### config.mk
export PLATFORM = sky130hd
export DESIGN_NAME = wb_data_split
export DESIGN_NICKNAME = d
export VERILOG_FILES = /design/src/rtl/wb_data_split.sv
export SDC_FILE = /design/constraint.sdc
export NUM_CORES = 1
export LEC_CHECK = 0
export CAP_MARGIN = 20
export CORE_MARGIN = 5
export CORE_UTILIZATION = 40
export CTS_CLUSTER_SIZE = 10
export DETAILED_ROUTE_END_ITERATION = 6
export PLACE_DENSITY = 0.65
export SKIP_CTS_REPAIR_TIMING = 1
export SLEW_MARGIN = 10
export SYNTH_ARGS = -nofsm -noshare
export SYNTH_HDL_FRONTEND = slang
export SYNTH_SLANG_ARGS = --single-unit
### constraint.sdc
create_clock -name wb_clk_i -period 3.1 [get_ports wb_clk_i]
set_input_delay 0.62 -clock wb_clk_i [delete_from_list [all_inputs] [get_ports wb_clk_i]]
set_output_delay 0.62 -clock wb_clk_i [all_outputs]
set_load 0.1 [all_outputs]
### src/rtl/wb_data_split.sv
// Splits one 32-bit Wishbone master access into a sequence of 8-bit classic
// slave cycles, one per selected byte lane, highest lane (offset 0) first.
module wb_data_split #(
    parameter int aw = 32
) (
    input  logic          wb_clk_i,
    input  logic          wb_rst_i,
    input  logic [aw-1:0] wbm_adr_i,
    input  logic [31:0]   wbm_dat_i,
    input  logic [3:0]    wbm_sel_i,
    input  logic          wbm_we_i,
    input  logic          wbm_cyc_i,
    input  logic          wbm_stb_i,
    input  logic [2:0]    wbm_cti_i,
    input  logic [1:0]    wbm_bte_i,
    output logic [31:0]   wbm_dat_o,
    output logic          wbm_ack_o,
    output logic          wbm_err_o,
    output logic          wbm_rty_o,
    output logic [aw-1:0] wbs_adr_o,
    output logic [7:0]    wbs_dat_o,
    output logic          wbs_we_o,
    output logic          wbs_cyc_o,
    output logic          wbs_stb_o,
    output logic [2:0]    wbs_cti_o,
    output logic [1:0]    wbs_bte_o,
    input  logic [7:0]    wbs_dat_i,
    input  logic          wbs_ack_i,
    input  logic          wbs_err_i,
    input  logic          wbs_rty_i
);
    typedef enum logic [1:0] {IDLE, XFER, RESP} state_t;

    state_t        state_q;
    logic [aw-1:0] adr_q;
    logic [31:0]   dat_q;
    logic [31:0]   rdat_q;
    logic [3:0]    pend_q;
    logic          we_q;
    logic [aw-1:0] wbs_adr_q;
    logic [7:0]    wbs_dat_q;
    logic          wbs_we_q, wbs_cyc_q, wbs_stb_q;
    logic          ack_q, err_q, rty_q;

    logic [1:0]    cur_lane, nxt_lane, first_lane;
    logic [3:0]    pend_d;

    // Lane 3 carries byte offset 0, so the offset of a lane is its bitwise inverse.
    function automatic logic [1:0] top_lane(input logic [3:0] p);
        if (p[3])      return 2'd3;
        else if (p[2]) return 2'd2;
        else if (p[1]) return 2'd1;
        else           return 2'd0;
    endfunction

    function automatic logic [7:0] lane_byte(input logic [31:0] d, input logic [1:0] l);
        return d[{l, 3'b000} +: 8];
    endfunction

    always_comb begin
        cur_lane   = top_lane(pend_q);
        pend_d     = pend_q & ~(4'b0001 << cur_lane);
        nxt_lane   = top_lane(pend_d);
        first_lane = top_lane(wbm_sel_i);
    end

    always_ff @(posedge wb_clk_i) begin
        if (wb_rst_i) begin
            state_q   <= IDLE;
            adr_q     <= '0;
            dat_q     <= '0;
            rdat_q    <= '0;
            pend_q    <= '0;
            we_q      <= 1'b0;
            wbs_adr_q <= '0;
            wbs_dat_q <= '0;
            wbs_we_q  <= 1'b0;
            wbs_cyc_q <= 1'b0;
            wbs_stb_q <= 1'b0;
            ack_q     <= 1'b0;
            err_q     <= 1'b0;
            rty_q     <= 1'b0;
        end else begin
            case (state_q)
                IDLE: begin
                    if (wbm_cyc_i && wbm_stb_i) begin
                        adr_q  <= wbm_adr_i;
                        dat_q  <= wbm_dat_i;
                        pend_q <= wbm_sel_i;
                        we_q   <= wbm_we_i;
                        rdat_q <= '0;
                        if (wbm_sel_i != 4'b0000) begin
                            state_q   <= XFER;
                            wbs_cyc_q <= 1'b1;
                            wbs_stb_q <= 1'b1;
                            wbs_we_q  <= wbm_we_i;
                            wbs_adr_q <= {wbm_adr_i[aw-1:2], ~first_lane};
                            wbs_dat_q <= lane_byte(wbm_dat_i, first_lane);
                        end else begin
                            state_q <= RESP;
                            ack_q   <= 1'b1;
                        end
                    end
                end
                XFER: begin
                    if (!wbm_cyc_i) begin
                        // Master abandoned the cycle: quietly discard the rest.
                        state_q   <= IDLE;
                        pend_q    <= '0;
                        wbs_cyc_q <= 1'b0;
                        wbs_stb_q <= 1'b0;
                        wbs_we_q  <= 1'b0;
                    end else if (wbs_err_i || wbs_rty_i) begin
                        state_q   <= RESP;
                        pend_q    <= '0;
                        wbs_cyc_q <= 1'b0;
                        wbs_stb_q <= 1'b0;
                        wbs_we_q  <= 1'b0;
                        err_q     <= wbs_err_i;
                        rty_q     <= !wbs_err_i;
                    end else if (wbs_ack_i) begin
                        if (!we_q)
                            rdat_q[{cur_lane, 3'b000} +: 8] <= wbs_dat_i;
                        pend_q <= pend_d;
                        if (pend_d != 4'b0000) begin
                            wbs_adr_q <= {adr_q[aw-1:2], ~nxt_lane};
                            wbs_dat_q <= lane_byte(dat_q, nxt_lane);
                        end else begin
                            state_q   <= RESP;
                            wbs_cyc_q <= 1'b0;
                            wbs_stb_q <= 1'b0;
                            wbs_we_q  <= 1'b0;
                            ack_q     <= 1'b1;
                        end
                    end
                end
                RESP: begin
                    state_q <= IDLE;
                    ack_q   <= 1'b0;
                    err_q   <= 1'b0;
                    rty_q   <= 1'b0;
                end
                default: state_q <= IDLE;
            endcase
        end
    end

    // Master burst hints and the word-offset address bits carry no meaning here.
    logic unused_ok;
    assign unused_ok = ^{wbm_cti_i, wbm_bte_i, wbm_adr_i[1:0]};

    assign wbm_dat_o = rdat_q;
    assign wbm_ack_o = ack_q;
    assign wbm_err_o = err_q;
    assign wbm_rty_o = rty_q;
    assign wbs_adr_o = wbs_adr_q;
    assign wbs_dat_o = wbs_dat_q;
    assign wbs_we_o  = wbs_we_q;
    assign wbs_cyc_o = wbs_cyc_q;
    assign wbs_stb_o = wbs_stb_q;
    assign wbs_cti_o = 3'b000;
    assign wbs_bte_o = 2'b00;
endmodule
==> out/metrics.yaml <==
status: "complete, no violations"
dp_cells: 1125
clock.fmax_mhz: 394
die_w_um: 135
worst_pin_slew_ns: 0.554
synth_top_flop_cell: "dfxtp_1"
synth_area_um2: 6290
fin_crit_ns: 2.53
period_share_pct: 81.8
htree_levels: 4
cts_tree: "done"
path_class: "register to register"
port-buffer-count: 159
setup_viol: 0
viasPerCell: 5.08
drtPass1Iterations: 5
num_rows: 45
dr_total_vias: 5874
gp_congestion: 0.814
num_antenna_cells: 0
fin_cells: 1157
die_h_um: 135
grt-ovfl-total: 0
clk_pin_slew_ns: 0.06
mostFrequentLayoutCells: "nand2_1, dfxtp_1, a21oi_1, buf_4, clkdlybuf4s50_1"
nNetsFinal: 1029
ys_types: 41
synth_async_sr_flop_share_pct: 0
syn2layout_area_growth_pct: 35.3
grt_pass1_wl_um: 28100
min_path_type: "register to register"
initial_core_util_pct: 41.0
slew_headroom_pct: 63.1
dpl-instance-area_um2: 7870
required_ns: 3.41
power.density_nw_per_um2: 606
ys_seq_area_share_pct: 46.5
routedWlPerCell_um: 15.3
clk_path_buf_depth: 2
ir_drop_uv: 399
grt_max_degree: 55
worstPathMaxFanout: 17
drive_above_1_share_pct: 15.5
root_buffer: "clkbuf_16"
p_leak_nw: 3.25
ios: 172
antenna_left: 0
first_global_vias: 5451
core_region_area_um2: 15300
crit_arrival_ns: 2.85
cts_sinks: 146
endpoint_kind: "register"
slew_viol_final: 0
die-area_um2: 18300
insertion_delay_ns: 0.42
synth_edf_count: 0
yosys_register_bits: 146
synth_warnings: 0
finalSetupTns_ns: 0
finalClockSkew_ns: 0.00650
hpwl_um: 12200
grt_usage_pct: 19.2
wl_um: 17700
drc: 0
start_kind: "register"
syn_inst: 795
cts_made_buffers: 17
final_hold_viol_count: 0
antenna_found_initial: 0
layout_commonest_cell: "nand2_1"
synth_area_per_cell_um2: 7.91
cap_violations: 0
drtIter0Drc: 358
design_area_um2: 8500
rsz0062_at_grt: "no"
-- area by class of cell --
cell class                 instances  area [um2]
sequential                       146        2920
fill                            1498        6810
clock buffer                      19         453
tap                              211         264
timing repair buffer             183        1600
multi-input combinational        578        3060
clock inverter                    13         183
inverter                           7        26.3
-- kinds of logic after synthesis --
| kind of cell | synth area share (%) |
|---|---|
| and+or+nand+nor | 23.0 |
| AOI/OAI and AO/OA | 18.5 |
| DFF | 46.5 |
| buffers and inverters | 5.33 |
| muxes | 5.25 |
| adders and majority gates | 1.39 |
| other | 0.0597 |
-- flip-flops by register name (all words and copies together), names as in the netlist, 2 cells and up --
signal / flops
pend_q: 4
wbm_dat_o: 32
adr_q: 30
state_q: 2
wbs_adr_o: 32
wbs_dat_o: 8
dat_q: 32
-- Yosys cell counts, types with 12 or more instances --
| master | n | area (um2) |
|---|---|---|
| a21oi_1 | 111 | 556 |
| a311oi_1 | 32 | 280 |
| buf_4 | 12 | 90.1 |
| clkbuf_1 | 43 | 161 |
| dfxtp_1 | 146 | 2920 |
| mux2i_1 | 33 | 330 |
| nand2_1 | 221 | 830 |
| nand2b_1 | 14 | 87.6 |
| nand3_1 | 46 | 230 |
| nor2_1 | 41 | 154 |
| o21ai_0 | 15 | 75.1 |
-- final timing paths --
path / startpoint / endpoint / slack, ns / depth (start not counted)
worst max-delay path: pend_q[2] / wbs_dat_o[1] / 0.57 / 11
worst max register to register: pend_q[2] / wbs_dat_o[1] / 0.57 / 11
worst min register to register: dat_q[13] / dat_q[13] / 0.45 / 2
worst min-delay path: dat_q[13] / dat_q[13] / 0.45 / 2
-- report_power, final --
group	switching, mW	internal, mW
sequential	0.0474	1.97
combinational	0.666	0.288
clock	0.799	1.39
total	1.51	3.64
-- worst max-delay path: stages (launching register included) --
cell,delay (ns)
dfxtp_1,0.42
inv_1,0.06
a21oi_1,0.16
buf_4,0.18
inv_1,0.08
ha_1,0.19
nand2b_1,0.19
a21oi_2,0.11
buf_4,0.31
mux2i_1,0.34
o22ai_1,0.12
o221a_2,0.26
-- stage by stage --
step	utilization [%]	hold slack (ns)	total power [mW]	worst slack [ns]
after floorplan	-	0.436	2.72	0.432
after global placement	51.4	0.443	3.00	0.341
after detailed placement	51.4	0.446	3.01	0.340
after CTS	55.5	0.455	5.20	0.584
after global routing	55.5	0.468	5.35	0.425
final	55.5	0.453	5.16	0.565
-- routing by layer --
metal  part of all wire (%)  up-vias  track usage, %
li1                       -     3010               -
met1                     46     2675            25.9
met2                     46      164            29.2
met3                    6.0       25            5.16
met4                    1.9        0            7.61
met5                      0        -               0
(Power assumes the default switching activity.)
